**src/rtl/instr_fetch_stage.sv**
```systemverilog
// instr_fetch_stage: IF stage plus IF/ID pipeline register of the pipelined MIPS core.
// A boot loader first writes the program into instruction RAM. Fetch then runs
// until a HALT word reaches decode.
// Ports:
//   clk, rst_n                      core clock, asynchronous active-low reset
//   load_valid/load_data/load_done  boot loader word stream and completion strobe
//   imem_addr/imem_wdata/imem_we    instruction RAM port (combinational, same-cycle read)
//   imem_rdata                      RAM read data for imem_addr
//   stall                           hold PC and IF/ID (load-use hazard)
//   branch_taken/branch_target      redirect from EX; flushes the wrong-path fetch
//   pc                              current fetch PC
//   if_id_instr/if_id_pc4/if_id_valid  registered instruction, PC+4 and valid to decode
//   halted                          fetch stopped on HALT_INSTR
//   load_overflow, misalign_err     sticky error flags
module instr_fetch_stage #(
    parameter logic [31:0] RESET_PC   = 32'h0000_0000,
    parameter int unsigned IMEM_WORDS = 256,
    parameter logic [31:0] HALT_INSTR = 32'hFC00_0000
) (
    input  logic        clk,
    input  logic        rst_n,
    input  logic        load_valid,
    input  logic [31:0] load_data,
    input  logic        load_done,
    output logic [31:0] imem_addr,
    output logic [31:0] imem_wdata,
    output logic        imem_we,
    input  logic [31:0] imem_rdata,
    input  logic        stall,
    input  logic        branch_taken,
    input  logic [31:0] branch_target,
    output logic [31:0] pc,
    output logic [31:0] if_id_instr,
    output logic [31:0] if_id_pc4,
    output logic        if_id_valid,
    output logic        halted,
    output logic        load_overflow,
    output logic        misalign_err
);

    // One extra bit so the pointer can sit at IMEM_WORDS once memory is full.
    localparam int unsigned PTR_W = $clog2(IMEM_WORDS) + 1;

    typedef enum logic [1:0] {
        ST_LOAD = 2'd0,
        ST_RUN  = 2'd1,
        ST_HALT = 2'd2
    } state_e;

    state_e             state_q, state_d;
    logic [PTR_W-1:0]   load_ptr_q, load_ptr_d;
    logic [31:0]        pc_q, pc_d;
    logic [31:0]        if_id_instr_q, if_id_instr_d;
    logic [31:0]        if_id_pc4_q, if_id_pc4_d;
    logic               if_id_valid_q, if_id_valid_d;
    logic               halted_q, halted_d;
    logic               load_overflow_q, load_overflow_d;
    logic               misalign_err_q, misalign_err_d;
    logic               ptr_in_range;
    logic [31:0]        pc_plus4;

    assign ptr_in_range = (load_ptr_q < PTR_W'(IMEM_WORDS));
    assign pc_plus4     = pc_q + 32'd4;

    // Next-state, RAM port and pipeline-register update logic.
    always_comb begin
        state_d         = state_q;
        load_ptr_d      = load_ptr_q;
        pc_d            = pc_q;
        if_id_instr_d   = if_id_instr_q;
        if_id_pc4_d     = if_id_pc4_q;
        if_id_valid_d   = if_id_valid_q;
        halted_d        = halted_q;
        load_overflow_d = load_overflow_q;
        misalign_err_d  = misalign_err_q;
        imem_addr       = pc_q;
        imem_wdata      = 32'd0;
        imem_we         = 1'b0;

        unique case (state_q)
            ST_LOAD: begin
                imem_addr  = 32'({load_ptr_q, 2'b00});
                imem_wdata = load_data;
                imem_we    = load_valid && ptr_in_range;
                if (load_valid) begin
                    if (ptr_in_range) begin
                        load_ptr_d = load_ptr_q + PTR_W'(1);
                    end else begin
                        load_overflow_d = 1'b1;
                    end
                end
                if (load_done) begin
                    state_d = ST_RUN;
                    pc_d    = RESET_PC;
                end
            end
            ST_RUN: begin
                // Branch redirect flushes IF/ID and overrides a concurrent stall.
                if (branch_taken) begin
                    pc_d          = {branch_target[31:2], 2'b00};
                    if_id_valid_d = 1'b0;
                    if (branch_target[1:0] != 2'b00) begin
                        misalign_err_d = 1'b1;
                    end
                end else if (!stall) begin
                    if_id_instr_d = imem_rdata;
                    if_id_pc4_d   = pc_plus4;
                    if_id_valid_d = 1'b1;
                    pc_d          = pc_plus4;
                    if (imem_rdata == HALT_INSTR) begin
                        state_d  = ST_HALT;
                        halted_d = 1'b1;
                    end
                end
            end
            ST_HALT: begin
                // Everything frozen until reset.
            end
            default: begin
                state_d = ST_LOAD;
            end
        endcase
    end

    // State and pipeline registers.
    always_ff @(posedge clk or negedge rst_n) begin
        if (!rst_n) begin
            state_q         <= ST_LOAD;
            load_ptr_q      <= '0;
            pc_q            <= RESET_PC;
            if_id_instr_q   <= 32'd0;
            if_id_pc4_q     <= 32'd0;
            if_id_valid_q   <= 1'b0;
            halted_q        <= 1'b0;
            load_overflow_q <= 1'b0;
            misalign_err_q  <= 1'b0;
        end else begin
            state_q         <= state_d;
            load_ptr_q      <= load_ptr_d;
            pc_q            <= pc_d;
            if_id_instr_q   <= if_id_instr_d;
            if_id_pc4_q     <= if_id_pc4_d;
            if_id_valid_q   <= if_id_valid_d;
            halted_q        <= halted_d;
            load_overflow_q <= load_overflow_d;
            misalign_err_q  <= misalign_err_d;
        end
    end

    assign pc            = pc_q;
    assign if_id_instr   = if_id_instr_q;
    assign if_id_pc4     = if_id_pc4_q;
    assign if_id_valid   = if_id_valid_q;
    assign halted        = halted_q;
    assign load_overflow = load_overflow_q;
    assign misalign_err  = misalign_err_q;

endmodule
```
**config.mk**
```make
export PLATFORM = sky130hd
export DESIGN_NAME = instr_fetch_stage
export DESIGN_NICKNAME = d
export VERILOG_FILES = /design/src/rtl/instr_fetch_stage.sv
export SDC_FILE = /design/constraint.sdc
export NUM_CORES = 1
export LEC_CHECK = 0
export ABC_CLOCK_PERIOD_IN_PS = 2710
export BUFFER_PORTS_ARGS = -buffer_cell sky130_fd_sc_hd__buf_4
export CAP_MARGIN = 20
export CORE_MARGIN = 2
export CORE_UTILIZATION = 47
export CTS_CLUSTER_SIZE = 28
export DETAILED_ROUTE_END_ITERATION = 10
export MAX_ROUTING_LAYER = met4
export PLACE_DENSITY = 0.81
export SYNTH_ARGS = -nofsm -noshare
export SYNTH_HDL_FRONTEND = slang
export SYNTH_SLANG_ARGS = --single-unit
```
**constraint.sdc**
```tcl
create_clock -name clk -period 2.71 [get_ports clk]
set_clock_uncertainty 0.1 [all_clocks]
set_input_delay 0.1355 -clock clk [delete_from_list [all_inputs] [get_ports clk]]
set_output_delay 0.1355 -clock clk [all_outputs]
set_load 0.02 [all_outputs]
```
======== After elaboration in Yosys (flattened, before gate mapping) ========
Cells that the tools add are included.
operators by class
  mux-type cells .......................... 14
  reduce and logical (&&, ||, !) cells .... 12
  equal/unequal tests ..................... 9
  add/sub/neg operators ................... 2
  order comparisons ....................... 1
  bitwise operators ....................... 4
operators by type and width
  kind                     count
  $mux W32                 5
  $pmux W32 S2             1
  $add A32 B3 Y32 const B  1
  $eq A32 B32 Y1 const B   1
  $reduce_and A3 Y1        5
  $add A9 B1 Y9 const B    1
  $lt A9 B9 Y1 const B     1
  $mux W2                  4
  $ne A2 B2 Y1 const B     4
  $pmux W2 S3              1
  $reduce_and A5 Y1        1
  $not A1 Y1               4
  $reduce_and A4 Y1        1
  $reduce_bool A2 Y1       2
  $mux W1                  3
  $ne A3 B3 Y1 const B     1
  $eq A2 B1 Y1 const B     1
  $eq A2 B2 Y1 const B     1
  $logic_not A2 Y1         1
  $ne A2 B1 Y1 const B     1
  $reduce_and A2 Y1        1
  $logic_and A1 B1 Y1      1
storage, ports and cells
  flip-flop bits (word level) ............. 111
  word-level logic and storage cells ...... 51
  bits of input ports ..................... 102
  output and inout bits ................... 165

======== Logic depth before layout (Yosys ltp) ========
  word-level depth ........................ 5
  mapped depth ............................ 8
  depth with buffers taken out ............ 6

======== Least setup slack after synthesis ========
Ideal clock, no wire load.
  kind .................................... register to register
  from .................................... reg pc_q[10] (netlist: pc[10])
  to ...................................... reg if_id_pc4_q[24] (netlist: if_id_pc4[24])
  slack ................................... 0.419 ns
  period minus slack after synthesis ...... 2.291 ns
  cell stages (with the launch flop) ...... 8
  path buffers ............................ 2
  setup time .............................. 0.132 ns
  data arrival time ....................... 2.059 ns
  data required time ...................... 2.478 ns
  cell sequence ........................... dfrtp_1 > clkbuf_1 > nand4_1 > or4_1 > buf_6 > or3_4 > xor2_1 > o21ai_1
on the way
  cells in the longest elaborated chain, start to end .. 1
RTL lines
  element                   line  RTL
  start: declaration        52    logic [31:0] pc_q, pc_d;
  start signal: assignment  140   pc_q <= pc_d;
  $add A32 B3 Y32           63    assign pc_plus4 = pc_q + 32'd4;
  end signal: assignment    142   if_id_pc4_q <= if_id_pc4_d;
  end: declaration          54    logic [31:0] if_id_pc4_q, if_id_pc4_d;
No other way between the ends.
A chain may end at the register's enable or synchronous reset.

======== Worst setup path in the final report ========
  from .................................... reg pc_q[6] (netlist: pc[6])
  to ...................................... reg pc_q[24] (netlist: pc[24])
on the way
  cells in the longest elaborated chain, start to end .. 4
RTL lines
  element          line  RTL
  $add A32 B3 Y32  63
  $mux W32         105   end else if (!stall) begin
  $mux W32         99    if (branch_taken) begin
  $pmux W32 S2     80    unique case (state_q)
No other way between the ends. The select of a mux whose other input is x is not followed.

==> key figures <==
Yosys
  – Synth Cell Area: approximately 0.0055 mm^2
  – Post-synth cell types: 54
  – Synth area leader: dfrtp_1
  – Async SR Flop Fraction: 1.00
  – Area fraction of the dominant cell type after synthesis: 0.483
  – Synth area leaders: dfrtp_1 (48%), nand2_1 (11%), xnor2_1 (4.0%)
  – Synth Instances: 614
  – Synth Flop Type: dfrtp_1
  – Seq/Total Area, Yosys: 0.483
  – Post-synth EDFFs: 0
  – Yosys Warn Count: 0
  – FF+latch count, synth: approximately 110
  – Synthesized area per cell: approximately 9.0 um^2

Floorplanning
  – # IOs: 267
  – Die Span X: approximately 110 um
  – Starting density of the core: 0.483
  – Core footprint: about 0.011 mm^2
  – Core Rows: 39
  – Die H: 113 um
  – Die Area: approximately 0.013 mm^2

STA
  – Unrepaired setup endpoints after global routing: false
  – Final hold vios: 0
  – Final setup violation count: 0
  – Slew @ Worst Pin: slightly above 0.8 ns
  – Sum Neg Setup Slack: 0 ns
  – Slew Viols, Final: 0
  – Crit share post-route: 0.881
  – Fmax: around 420 MHz
  – Slew margin rel.: 0.460
  – Min cycle time layout: around 2.4 ns

Worst hold path
  – Type of the most critical hold path: in -> reg

Power and ir drop
  – Max VDD drop: approximately 0.34 mV
  – Leakage power: about 0.0042 uW
  – Power Density: 549 mW/mm^2

Clock network
  – CTS Hold Bufs: 62
  – Postcts setup bufs: 0
  – Post_cts resized: 0
  – Max clock buf depth: 2
  – CTS sink count: approximately 110
  – Root buffer cell: clkbuf_16
  – Worst-path clk slew: 0.07 ns
  – Total CTS buffers: 9
  – CTS tree: done
  – Worst skew pair latency: 0.34 ns
  – Htree depth: 3

Route
  – Drt pass-1 iters: 5
  – Routed Antenna Nets: 0
  – DR vias: a little under 6000
  – Final wirelength: roughly 19000 um
  – Drt drc: 0
  – Wire length per cell: ~17 um
  – Via density: between 5 and 6
  – Number of DRC markers in iteration 0: about 400

Final layout
  – Area delta synth->final: 54.9%
  – Fin area: approximately 0.0086 mm^2
  – Most frequent cells in the layout: buf_4 (275), nand2_1 (156), dfrtp_1 (107), dlygate4sd3_1 (62), o21ai_1 (43)
  – Proportion of layout cells with a drive suffix above 1: 0.344
  – # nets final: about 1000
  – Fin cells: ~1100
  – Most common cell after layout, fill and taps aside: buf_4
  – Ant diodes: 0

Critical path
  – Crit. End Element: flop
  – Worst path arrival time: 2.50 ns
  – Crit Path Class: reg -> reg
  – R2R Setup Slk: roughly 0.32 ns
  – Worst setup SP type: flop
  – Critical Path RT: approximately 2.8 ns
  – CP max FO: 18

Global route
  – Overflow after GRT: 0
  – First-pass GRT wire length: 30600 um
  – Met1 GRT Util: 0.390
  – Initial antenna violation count: 0
  – Global routing's busiest layer: met2
  – Largest net degree at the start of global routing: slightly below 60
  – Gr usage total: 0.305
  – Vias in the first global route: 6004
  – Met2 Use GR: 0.503
  – Met3 usage: 0.0481

Place
  – Inst Count DP: about 1000
  – GP Congestion: between 0.8 and 0.9
  – Port bufs: 260
  – Placement Cell Area: ~0.0077 mm^2
  – DP HPWL: 12600 um

Outcome
  – Status: finished clean

Flow run
  – Max_cap viols: 0
[path summary, 6_finish.rpt]
| kind | startpoint | to | cells past startpoint |
|---|---|---|---|
| setup / recovery | pc[6]$_DFFE_PN0P_ | pc[24]$_DFFE_PN0P_ | 6 |
| hold / removal | stall | if_id_valid$_DFFE_PN0P_ | 4 |
| setup reg to reg | pc[6]$_DFFE_PN0P_ | pc[24]$_DFFE_PN0P_ | 6 |
| hold reg to reg | halted$_DFFE_PN0P_ | halted$_DFFE_PN0P_ | 1 |
| max in group asynchronous | rst_n | load_ptr_q[8]$_DFFE_PN0P_ | 3 |
| min in group asynchronous | rst_n | if_id_pc4[31]$_DFFE_PN0P_ | 2 |
[final cells by class]
class	instances	area (um^2)
Fill cell	790	2880
Tap cell	143	179
Clock buffer	13	270
Sequential cell	107	2680
Clock inverter	3	45.0
Timing Repair Buffer	339	2730
Inverter	7	26.3
Multi-Input combinational cell	459	2670
[cell usage after synthesis, types with 2 or more instances]
| cell type | count |
|---|---|
| o21ai_0 | 13 |
| o21ai_1 | 43 |
| nor3_2 | 5 |
| mux2_2 | 5 |
| buf_6 | 2 |
| xnor2_1 | 25 |
| a22oi_1 | 12 |
| nor3_1 | 3 |
| o41ai_2 | 2 |
| nor4_4 | 2 |
| and4_1 | 2 |
| xor2_1 | 9 |
| dfrtp_1 | 107 |
| nand2b_1 | 2 |
| clkbuf_1 | 36 |
| nor4_2 | 6 |
| a221o_1 | 3 |
| buf_4 | 6 |
| o22ai_1 | 2 |
| nor2_1 | 24 |
| nor2b_1 | 20 |
| inv_1 | 7 |
| and3_1 | 2 |
| nor4_1 | 12 |
| and2_1 | 33 |
| a21o_1 | 7 |
| o21bai_1 | 3 |
| nand4_1 | 10 |
| nand3b_1 | 2 |
| buf_1 | 2 |
| a21oi_1 | 14 |
| mux2_1 | 3 |
| ha_1 | 2 |
| nand2_1 | 157 |
| nand3_1 | 12 |
[registers in the layout, indices dropped and copies added (netlist names)]
name           flops
if_id_instr       32
if_id_pc4         30
pc                30
load_ptr_q         9
state_q            2
halted             1
if_id_valid        1
load_overflow      1
misalign_err       1
[power by group]
part / switching [uW] / internal [uW] / leakage [uW]
registers: 192 / 1780 / 0.00132
logic: 740 / 620 / 0.00272
clock network: 590 / 794 / 0.000148
total: 1520 / 3200 / 0.00419
[metrics by stage]
step	worst slack (ns)	power, uW	hold slack [ns]	util
floorplan	0.419	2600	-0.260	-
global placement	0.388	3230	0.141	0.667
detailed placement	0.340	3270	0.158	0.667
CTS	0.330	4710	0.0259	0.749
global route	0.188	4930	0.0395	0.749
finish	0.321	4720	0.0305	0.749
[logic make-up after synthesis]
logic type | Yosys count | synth area share
and+or+nand+nor | 300 | 0.277
AOI/OAI and AO/OA | 108 | 0.120
DFF | 107 | 0.483
buffers and inverters | 53 | 0.0427
xor gates and xnor gates | 34 | 0.0537
muxes | 9 | 0.0181
adders and majority gates | 2 | 0.00451
other | 1 | 0.000677
[routing by layer]
metal | share of wire | wire length, um
met1 | 0.40 | 7430
met2 | 0.50 | 9380
met5 | 0 | 0
met3 | 0.069 | 1290
met4 | 0.027 | 498
[worst max-delay path, cell delays in order (launching register included)]
cell and delay [ns]:
dfrtp_1 0.51, nand4_4 0.18, or4_1 0.49, buf_4 0.24, or3_4 0.45, xor2_1 0.19
o21ai_1 0.09
No activity file was read; power rests on OpenSTA's default activity.
